--- config.mk ---
export PLATFORM = sky130hd
export DESIGN_NAME = program_mem_controller
export DESIGN_NICKNAME = d
export VERILOG_FILES = /design/src/rtl/program_mem_controller_pkg.sv /design/src/rtl/rr_arbiter.sv /design/src/rtl/program_mem_controller.sv
export SDC_FILE = /design/constraint.sdc
export NUM_CORES = 1
export LEC_CHECK = 0
export BUFFER_PORTS_ARGS = -buffer_cell sky130_fd_sc_hd__buf_4
export CAP_MARGIN = 20
export CELL_PAD_IN_SITES_DETAIL_PLACEMENT = 1
export CELL_PAD_IN_SITES_GLOBAL_PLACEMENT = 1
export CORE_UTILIZATION = 42
export CTS_BUF_LIST = sky130_fd_sc_hd__clkbuf_4
export DETAILED_ROUTE_END_ITERATION = 10
export GPL_ROUTABILITY_DRIVEN = 0
export PLACE_DENSITY_LB_ADDON = 0.08
export SYNTH_ARGS = -nofsm -noshare
export SYNTH_HDL_FRONTEND = slang
export SYNTH_HIERARCHICAL = 1
export SYNTH_SLANG_ARGS = --single-unit
--- constraint.sdc ---
create_clock -name clk -period 5.65 [get_ports clk]
set_input_delay 0.8475 -clock clk [delete_from_list [all_inputs] [get_ports clk]]
set_output_delay 0.8475 -clock clk [all_outputs]
set_load 0.05 [all_outputs]
--- src/rtl/program_mem_controller_pkg.sv ---
// Shared definitions for the program memory controller: FSM encoding and default widths.
package program_mem_controller_pkg;

  localparam int unsigned DefaultNumConsumers = 4;
  localparam int unsigned DefaultAddrBits     = 8;
  localparam int unsigned DefaultDataBits     = 16;

  typedef enum logic [1:0] {
    StIdle    = 2'b00,
    StIssue   = 2'b01,
    StRespond = 2'b10,
    StRelease = 2'b11
  } pmc_state_e;

endpackage

--- src/rtl/rr_arbiter.sv ---
// Combinational round-robin arbiter: picks the first requester after last_granted.
module rr_arbiter #(
  parameter int unsigned NUM_CONSUMERS = 4,
  parameter int unsigned IDX_BITS      = 2
) (
  input  logic [NUM_CONSUMERS-1:0] request,
  input  logic [IDX_BITS-1:0]      last_granted,
  output logic [IDX_BITS-1:0]      grant_index,
  output logic                     grant_valid
);

  // Scan offsets 1..N from the last grant so the previous winner is checked last.
  always_comb begin
    int unsigned idx;
    grant_valid = 1'b0;
    grant_index = '0;
    idx         = 0;
    for (int unsigned off = 1; off <= NUM_CONSUMERS; off++) begin
      idx = (32'(last_granted) + off) % NUM_CONSUMERS;
      if (!grant_valid && request[IDX_BITS'(idx)]) begin
        grant_valid = 1'b1;
        grant_index = IDX_BITS'(idx);
      end
    end
  end

endmodule

--- src/rtl/program_mem_controller.sv ---
// Program memory controller: serialises instruction fetches from several consumers onto a
// single program memory port, one outstanding request at a time, round-robin fair.
module program_mem_controller
  import program_mem_controller_pkg::*;
#(
  parameter int unsigned NUM_CONSUMERS = DefaultNumConsumers,
  parameter int unsigned ADDR_BITS     = DefaultAddrBits,
  parameter int unsigned DATA_BITS     = DefaultDataBits
) (
  input  logic                               clk,
  input  logic                               reset,
  input  logic [NUM_CONSUMERS-1:0]           consumer_read_valid,
  input  logic [NUM_CONSUMERS*ADDR_BITS-1:0] consumer_read_address,
  output logic [NUM_CONSUMERS-1:0]           consumer_read_ready,
  output logic [NUM_CONSUMERS*DATA_BITS-1:0] consumer_read_data,
  output logic                               mem_read_valid,
  output logic [ADDR_BITS-1:0]               mem_read_address,
  input  logic                               mem_read_ready,
  input  logic [DATA_BITS-1:0]               mem_read_data
);

  localparam int unsigned IdxBits = (NUM_CONSUMERS > 1) ? $clog2(NUM_CONSUMERS) : 1;

  pmc_state_e                       state_q, state_d;
  logic [IdxBits-1:0]               grant_q, grant_d;
  logic [IdxBits-1:0]               last_q, last_d;
  logic                             mem_read_valid_d;
  logic [ADDR_BITS-1:0]             mem_read_address_d;
  logic [NUM_CONSUMERS-1:0]         consumer_read_ready_d;
  logic [NUM_CONSUMERS*DATA_BITS-1:0] consumer_read_data_d;

  logic [IdxBits-1:0]               arb_index;
  logic                             arb_valid;

  rr_arbiter #(
    .NUM_CONSUMERS (NUM_CONSUMERS),
    .IDX_BITS      (IdxBits)
  ) u_rr_arbiter (
    .request      (consumer_read_valid),
    .last_granted (last_q),
    .grant_index  (arb_index),
    .grant_valid  (arb_valid)
  );

  // Next-state and registered-output logic; the ready pulse defaults low every cycle.
  always_comb begin
    state_d               = state_q;
    grant_d               = grant_q;
    last_d                = last_q;
    mem_read_valid_d      = mem_read_valid;
    mem_read_address_d    = mem_read_address;
    consumer_read_ready_d = '0;
    consumer_read_data_d  = consumer_read_data;
    unique case (state_q)
      StIdle: begin
        if (arb_valid) begin
          grant_d            = arb_index;
          last_d             = arb_index;
          mem_read_valid_d   = 1'b1;
          mem_read_address_d = consumer_read_address[32'(arb_index)*ADDR_BITS +: ADDR_BITS];
          state_d            = StIssue;
        end
      end
      StIssue: begin
        if (mem_read_ready) begin
          consumer_read_data_d[32'(grant_q)*DATA_BITS +: DATA_BITS] = mem_read_data;
          consumer_read_ready_d[grant_q] = 1'b1;
          mem_read_valid_d               = 1'b0;
          state_d                        = StRespond;
        end
      end
      StRespond: begin
        state_d = StRelease;
      end
      StRelease: begin
        // Hold off until the served consumer withdraws, so its request is not served twice.
        if (!consumer_read_valid[grant_q]) begin
          state_d = StIdle;
        end
      end
      default: begin
        state_d = StIdle;
      end
    endcase
  end

  // State and output registers; reset abandons any in-flight request.
  always_ff @(posedge clk or negedge reset) begin
    if (!reset) begin
      state_q             <= StIdle;
      grant_q             <= '0;
      last_q              <= IdxBits'(NUM_CONSUMERS - 1);
      mem_read_valid      <= 1'b0;
      mem_read_address    <= '0;
      consumer_read_ready <= '0;
      consumer_read_data  <= '0;
    end else begin
      state_q             <= state_d;
      grant_q             <= grant_d;
      last_q              <= last_d;
      mem_read_valid      <= mem_read_valid_d;
      mem_read_address    <= mem_read_address_d;
      consumer_read_ready <= consumer_read_ready_d;
      consumer_read_data  <= consumer_read_data_d;
    end
  end

endmodule

==> impl_metrics.yaml, run 1 <==
run_status:
  status: "completed"
yosys:
  synth_cells: 289
  synth_flop_cell: "sky130_fd_sc_hd__dfrtp_1"
  synth-async-reset-ratio_pct: 100
  postSynthRegisterBits: 83
  synth.distinct_cells: 32
  avgSynthCellArea_um2: 12.3
  syn-num-nets: 353
  synth.yosys.warnings: 6
  netlist_area_um2: 3560
  post_synth_edffs: 0
  ys_seq_area_share_pct: 58.5
route:
  firstDrtPassIters: 6
  route.vias.total: 2796
  vias_per_cell: 5.32
  drt_first_iter_violations: 69
  route.antenna.remaining_nets: 0
  drt-total-wl_um: 9860
  drc_errors: 0
  routed_wire_length_per_instance_um: 18.8
clock_tree:
  clk_pin_slew_ns: 0.14
  cts.repair.resized: 0
  source_to_sink_clock_delay_at_the_later_pin_of_the_worst_skew_pair_ns: 0.43
  cts-root-to-sink-buffers: 2
  ctsHoldBuffers: 0
  cts_tree: "done"
  postCtsSetupBuffers: 0
  cts_sinks: 83
  inserted_clock_buffers: 9
  root_buf_cell: "sky130_fd_sc_hd__clkbuf_4"
  clock_tree.htree_level_count: 3
timing:
  hold_viol: 0
  post_route_clock_period_utilization_pct: 41.5
  timing.clock.skew_ns: 0.0188
  worst_slew_margin_rel_pct: 35.5
  finalSetupTns_ns: 0
  max_clock_freq_ghz: 0.426
  worst-slew-pin-transition_ns: 0.965
  finalMaxSlewViolations: 0
  setup_viol_count_final: 0
  unrepaired_setup_endpoints_after_global_routing: "false"
  whs_ns: 0.373
  fin_crit_ns: 2.34
place:
  port-buffer-count: 131
  detailedPlacementHpwl_um: 7150
  placement.cell_area_um2: 4580
setup_path:
  cp_data_required_time_ns: 5.96
  arrival_ns: 2.66
  r2r.worst_path.cells: 5
  worstReg2RegStart: "last_q[1]"
  critical_path_class: "input pin to flip-flop"
  setup.reg_to_reg.worst_slack_ns: 3.32
  r2r-end: "mem_read_address[0]"
  path_max_fanout: 9
  setup.worst_path.end_class: "flip-flop"
  startpoint_type: "input pin"
floorplanning:
  coreArea_um2: 8220
  io-pin-count: 132
  vert_die_dim_um: 94.0
  floorplan.die_area_um2: 8840
  initial_utilization_pct: 43.3
  placementRows: 33
  fp.dieW_um: 94.0
cells_and_area:
  area_growth_from_synthesis_to_layout_pct: 34.7
  antenna-diode-count: 0
  drive_gt1_share_pct: 40.4
  num-nets-final: 480
  final_design_area_no_fill_um2: 4790
pwr:
  p_leak_nw: 2.46
  irDropWorstVdd_mv: 0.346
  power_density_nw_per_um2: 665
  total_power_w: 0.00319
global_route:
  first_pass_grt_wire_length_um: 15900
  globalRouteOverflowTotal: 0
  largest_net_degree_at_the_start_of_global_routing: 84
  gr-usage-all-layers_pct: 23.9
  number_of_antenna_violations_at_the_first_check_in_global_routing: 0
  grt_pass1_vias: 3074
hold_path:
  worstHoldPathType: "input pin to async pin"
job:
  max_cap_viol_count: 0
[critical path, cell delays in order]
cell and delay [ns]:
sky130_fd_sc_hd__buf_4 0.12, sky130_fd_sc_hd__and2b_1 0.21, sky130_fd_sc_hd__a21oi_2 0.04, sky130_fd_sc_hd__o221ai_2 0.58, sky130_fd_sc_hd__mux4_2 0.58, sky130_fd_sc_hd__mux2_2 0.26
[power by group]
group | switching (W) | internal (W)
clock | 0.000209 | 0.000224
combinational | 0.00116 | 0.000598
sequential | 0.000166 | 0.000835
total | 0.00153 | 0.00166
[worst max path at each step]
| stage | depth (start not counted) | from | endpoint |
|---|---|---|---|
| detailed placement | 6 | consumer_read_valid[2] | mem_read_address[2] |
| finish | 6 | consumer_read_valid[2] | mem_read_address[0] |
| floorplan | 6 | consumer_read_valid[2] | mem_read_address[1] |
| CTS | 6 | grant_q[0] | consumer_read_data[44] |
| global placement | 6 | consumer_read_valid[2] | mem_read_address[7] |
| global route | 6 | grant_q[0] | consumer_read_data[26] |
[placed cells by master, fill, tap and decap left out]
master,n
sky130_fd_sc_hd__or4_1,1
sky130_fd_sc_hd__nor3b_1,1
sky130_fd_sc_hd__and3_1,2
sky130_fd_sc_hd__and4_1,3
sky130_fd_sc_hd__o21ai_0,23
sky130_fd_sc_hd__nor3b_2,1
sky130_fd_sc_hd__dfrtp_1,81
sky130_fd_sc_hd__o21a_1,1
sky130_fd_sc_hd__o22ai_1,1
sky130_fd_sc_hd__buf_6,1
sky130_fd_sc_hd__ha_1,9
sky130_fd_sc_hd__nor2b_1,3
sky130_fd_sc_hd__and2_1,1
sky130_fd_sc_hd__a31oi_1,1
sky130_fd_sc_hd__mux4_2,8
sky130_fd_sc_hd__and2b_1,2
sky130_fd_sc_hd__clkbuf_4,9
sky130_fd_sc_hd__inv_1,10
sky130_fd_sc_hd__clkinv_1,2
sky130_fd_sc_hd__mux2i_1,3
sky130_fd_sc_hd__bufinv_16,3
sky130_fd_sc_hd__inv_6,1
sky130_fd_sc_hd__dfstp_2,2
sky130_fd_sc_hd__a22o_1,43
sky130_fd_sc_hd__a21oi_1,3
sky130_fd_sc_hd__nor3_1,1
sky130_fd_sc_hd__buf_12,1
sky130_fd_sc_hd__nor2b_2,1
sky130_fd_sc_hd__a21o_1,4
sky130_fd_sc_hd__clkinv_4,1
sky130_fd_sc_hd__buf_4,131
sky130_fd_sc_hd__nor2_1,3
sky130_fd_sc_hd__nand2_1,49
sky130_fd_sc_hd__a21oi_2,1
sky130_fd_sc_hd__nand2b_1,4
sky130_fd_sc_hd__o221ai_2,1
sky130_fd_sc_hd__mux2_2,9
[flip-flops by register name, indices dropped and copies added (netlist names)]
register	flops
consumer_read_data	64
mem_read_address	8
consumer_read_ready	4
grant_q	2
last_q	2
state_q	2
mem_read_valid	1
[routing by layer]
metal  wire length (um)  vias up  GRT usage [%]  part of all wire (%)
met2               5030       78           41.0                    51
li1                   -     1286              -                     -
met5                  0        -              0                     0
met4                135        0           6.54                   1.4
met1               4160     1420           29.1                    42
met3                535       12           7.12                   5.4
[logic make-up after synthesis]
family	Yosys count	share of synthesized area (%)
AO/OA/AOI/OAI	78	16.3
buffers and inverters	27	3.73
AND/OR/NAND/NOR	72	9.57
multiplexers	20	8.76
flip-flops	83	58.5
adder cells (fa/ha/maj)	9	3.17
[Yosys cell counts, types with 3 or more instances]
cell	instances	share of area, %
sky130_fd_sc_hd__o21ai_0	23	3.2
sky130_fd_sc_hd__nand2b_1	4	0.70
sky130_fd_sc_hd__ha_1	9	3.2
sky130_fd_sc_hd__dfrtp_1	81	57
sky130_fd_sc_hd__clkbuf_1	7	0.74
sky130_fd_sc_hd__a22o_1	43	11
sky130_fd_sc_hd__buf_2	7	0.98
sky130_fd_sc_hd__and4_1	3	0.74
sky130_fd_sc_hd__mux2i_1	3	0.84
sky130_fd_sc_hd__mux4_2	8	5.1
sky130_fd_sc_hd__a21o_1	4	0.84
sky130_fd_sc_hd__a21oi_1	3	0.42
sky130_fd_sc_hd__buf_6	3	0.95
sky130_fd_sc_hd__nor2_1	3	0.32
sky130_fd_sc_hd__inv_1	10	1.1
sky130_fd_sc_hd__mux2_2	9	2.8
sky130_fd_sc_hd__nand2_1	49	5.2
sky130_fd_sc_hd__nor2b_1	3	0.53
[metrics by stage]
stage	cells	setup WS, ns	utilization (%)
after CTS	524	2.91	57.9
after floorplan	289	3.26	-
after global placement	508	2.84	55.7
final	526	3.31	58.3
after detailed placement	508	2.82	55.7
after global routing	526	3.10	58.3
[cell type report]
cell class | instances | area (um^2)
clock inverter | 7 | 115
inverter | 10 | 37.5
sequential | 83 | 2080
tap | 105 | 131
multi-input combinational | 179 | 1350
clock buffer | 9 | 67.6
fill | 900 | 3430
timing repair buffer | 133 | 1010
(Power assumes the default switching activity.)
==> run 2, diff against run 1 <==
--- a/config.mk
+++ b/config.mk
@@ -5,11 +5,12 @@
 export SDC_FILE = /design/constraint.sdc
 export NUM_CORES = 1
 export LEC_CHECK = 0
+export ABC_AREA = 1
 export BUFFER_PORTS_ARGS = -buffer_cell sky130_fd_sc_hd__buf_4
 export CAP_MARGIN = 20
 export CELL_PAD_IN_SITES_DETAIL_PLACEMENT = 1
 export CELL_PAD_IN_SITES_GLOBAL_PLACEMENT = 1
-export CORE_UTILIZATION = 42
+export CORE_UTILIZATION = 34
 export CTS_BUF_LIST = sky130_fd_sc_hd__clkbuf_4
 export DETAILED_ROUTE_END_ITERATION = 10
 export GPL_ROUTABILITY_DRIVEN = 0
==> constraint.sdc (replaced) <==
create_clock -name clk -period 1.9 [get_ports clk]
set_input_delay 0.285 -clock clk [delete_from_list [all_inputs] [get_ports clk]]
set_output_delay 0.285 -clock clk [all_outputs]
set_load 0.05 [all_outputs]
==> run 2 against run 1 <==
Net effect: the flow now finishes with violations (design-rule violations, negative setup slack); synthesized area is 13% higher; final cell count grew 47%; total power grew to 3.5 times the previous value; first-iteration DRC count rose to 3.0 times the previous value; via count rose by 39%; clock skew down 0.00072 ns; synthesized cell count is 63% higher; clock power up 130%; flip-flop and latch count did not move; critical path depth grew 9; sequential share of layout area fell by 6.0 points; largest cell class unchanged; highest routed layer unchanged.
==> impl_metrics.yaml, run 2 <==
yosys:
  ys_seq_area_share_pct: 51.5
  postSynthRegisterBits: 83
  yosysMostFrequentCell: "sky130_fd_sc_hd__nand2_1"
  post_synth_edffs: 0
  synth.yosys.warnings: 6
  yosys.area.top_type_share_pct: 50.2
  synth_flop_cell: "sky130_fd_sc_hd__dfrtp_1"
  netlist_area_um2: 4040
  post_synth_most_frequent_cells: "129 x sky130_fd_sc_hd__nand2_1, 81 x sky130_fd_sc_hd__dfrtp_1, 71 x sky130_fd_sc_hd__o21ai_1"
  synth_top_cells_by_area: "sky130_fd_sc_hd__dfrtp_1 50%, sky130_fd_sc_hd__nand2_1 12%, sky130_fd_sc_hd__o21ai_1 8.8%, sky130_fd_sc_hd__o21ai_0 5.3%, sky130_fd_sc_hd__nand3_1 3.8%"
  netlist.top_cell.by_area: "sky130_fd_sc_hd__dfrtp_1"
  avgSynthCellArea_um2: 8.55
  synth_cells: 472
  synth.distinct_cells: 30
  syn-num-nets: 536
  synth-async-reset-ratio_pct: 100
clock_tree:
  clock_tree.htree_level_count: 3
  cts-root-to-sink-buffers: 2
  cts_tree: "done"
  clk_pin_slew_ns: 0.14
  cts_sinks: 83
  inserted_clock_buffers: 9
  root_buf_cell: "sky130_fd_sc_hd__clkbuf_4"
  source_to_sink_clock_delay_at_the_later_pin_of_the_worst_skew_pair_ns: 0.44
hold_path:
  min_path_cells: 3
  worstHoldPathType: "input pin to flip-flop"
timing:
  finalSetupTns_ns: -1.57
  post-route-worst-setup-slack_ns: -0.211
  worst-slew-pin-transition_ns: 0.480
  fin_crit_ns: 2.11
  unrepaired_setup_endpoints_after_global_routing: "true"
  max_clock_freq_ghz: 0.474
  finalMaxSlewViolations: 0
  worst_slew_margin_rel_pct: 68.0
  timing.clock.skew_ns: 0.0181
  hold_viol: 0
  post_route_clock_period_utilization_pct: 111
  setup_viol_count_final: 12
cells_and_area:
  largest_register: "consumer_read_data"
  post_layout_nonfiller_instances: 771
  nFillCells: 1390
  final_common_cell: "sky130_fd_sc_hd__buf_4"
  finish.utilization_pct: 48.3
  antenna-diode-count: 0
  area_growth_from_synthesis_to_layout_pct: 37.7
  final_cell_mix: "156 x sky130_fd_sc_hd__buf_4, 120 x sky130_fd_sc_hd__nand2_1, 81 x sky130_fd_sc_hd__dfrtp_1"
  largest_register_ff_count: 64
  num-nets-final: 687
  largest_registers: "consumer_read_data: 64 flops, mem_read_address: 8 flops, consumer_read_ready: 4 flops"
  drive_gt1_share_pct: 36.9
route:
  vias_per_cell: 5.03
  drt-total-wl_um: 12700
  routed_wire_length_per_instance_um: 16.5
  firstDrtPassIters: 7
  route.vias.total: 3878
  route.antenna.remaining_nets: 0
  drc_errors: 18
  drt_first_iter_violations: 204
global_route:
  largest_net_degree_at_the_start_of_global_routing: 35
  first_pass_grt_wire_length_um: 20800
  globalRouteOverflowTotal: 0
  number_of_antenna_violations_at_the_first_check_in_global_routing: 0
  gr-usage-all-layers_pct: 21.5
  grt_pass1_vias: 4002
floorplanning:
  coreArea_um2: 11500
  placementRows: 39
  io-pin-count: 132
  floorplan.die_area_um2: 12300
  fp.dieW_um: 111
  initial_utilization_pct: 35.0
  vert_die_dim_um: 111
setup_path:
  arrival_ns: 2.46
  setup.worst_path.end_class: "flip-flop"
  r2r.worst_path.cells: 15
  critical_path_class: "flip-flop to flip-flop"
  startpoint_type: "flip-flop"
  path_max_fanout: 7
  cp_data_required_time_ns: 2.25
pwr:
  power_density_nw_per_um2: 2020
  p_leak_nw: 2.86
  irDropWorstVdd_mv: 1.16
run_status:
  failed_checks: "design-rule violations, negative setup slack"
  status: "finished, violations left"
place:
  numPlacedInstances: 747
  detailedPlacementHpwl_um: 9610
  port-buffer-count: 131
  detailedPlace.worstSlack_ns: -0.281
job:
  max_cap_viol_count: 0
-- run 2: path summary, 6_finish.rpt --
kind                                           from                     end  slack (ns)
worst max-delay path                      last_q[0]     mem_read_address[2]       -0.21
worst min-delay path               mem_read_data[2]   consumer_read_data[2]        0.09
worst max register to register            last_q[0]     mem_read_address[2]       -0.21
worst min register to register  mem_read_address[7]     mem_read_address[7]        0.50
max in group asynchronous                     reset  consumer_read_data[55]        0.99
min in group asynchronous                     reset  consumer_read_data[46]        0.34
-- run 2: worst max-delay path: stages (launching register included) --
cell,delay (ns)
sky130_fd_sc_hd__dfstp_2,0.65
sky130_fd_sc_hd__buf_6,0.12
sky130_fd_sc_hd__nand2_2,0.05
sky130_fd_sc_hd__nand2_2,0.07
sky130_fd_sc_hd__nand2_4,0.06
sky130_fd_sc_hd__nand2_4,0.11
sky130_fd_sc_hd__nor2_2,0.05
sky130_fd_sc_hd__a21oi_2,0.17
sky130_fd_sc_hd__nand3_4,0.14
sky130_fd_sc_hd__buf_4,0.18
sky130_fd_sc_hd__nor2_1,0.09
sky130_fd_sc_hd__nor2_1,0.04
sky130_fd_sc_hd__o21ai_1,0.07
sky130_fd_sc_hd__o21ai_1,0.10
sky130_fd_sc_hd__nand2_1,0.06
sky130_fd_sc_hd__nand2_1,0.04
-- run 2: cells by family (layout without fill, tap and decap cells) --
group	count (synthesis)	in the layout	share of synthesized area [%]
adders and majority gates	9	9	2.79
and+or+nand+nor	209	209	23.6
DFF	83	83	51.5
AOI/OAI and AO/OA	127	127	16.7
buffers and inverters	44	200	5.46
-- run 2: layer usage --
layer	global-route usage (%)	wire, um
met5	0	0
met3	3.12	580
met4	8.22	259
met1	27.1	5540
met2	37.2	6320
-- run 2: cell type report --
class	instances	area [um^2]	share of cell area [%]
inverter	21	88.8	1.60
sequential	83	2080	37.4
timing repair buffer	163	1280	23.1
clock inverter	6	56.3	1.01
clock buffer	10	75.1	1.35
tap	143	179	3.22
multi-input combinational	345	1800	32.3
-- run 2: what timing repair did --
action | CTS | global route
gates cloned | 0 | 1
gates resized for setup | 11 | 13
hold buffers | 1 | 0
setup endpoints to repair | 15 | 31
buffers inserted | 3 | 3
pin swaps | 2 | 2
endpoints found under the hold margin | 28 | 0
-- run 2: through the flow --
| step | area, um^2 | hold slack, ns | power (W) |
|---|---|---|---|
| 5_1_grt | 5560 | 0.0785 | 0.0120 |
| 3_5_place_dp | 5280 | 0.280 | 0.00977 |
| 3_3_place_gp | 5280 | 0.283 | 0.00956 |
| 2_1_floorplan | 4070 | -0.0106 | 0.00762 |
| 4_1_cts | 5480 | 0.0780 | 0.0110 |
| 6_report | 5560 | 0.0918 | 0.0112 |
-- run 2: power by group --
| group | total, W | switching, W | internal [W] |
|---|---|---|---|
| Clock | 0.00101 | 0.000608 | 0.000406 |
| Combinational | 0.00744 | 0.00490 | 0.00254 |
| Sequential | 0.00278 | 0.000393 | 0.00239 |
| Total | 0.0112 | 0.00590 | 0.00533 |
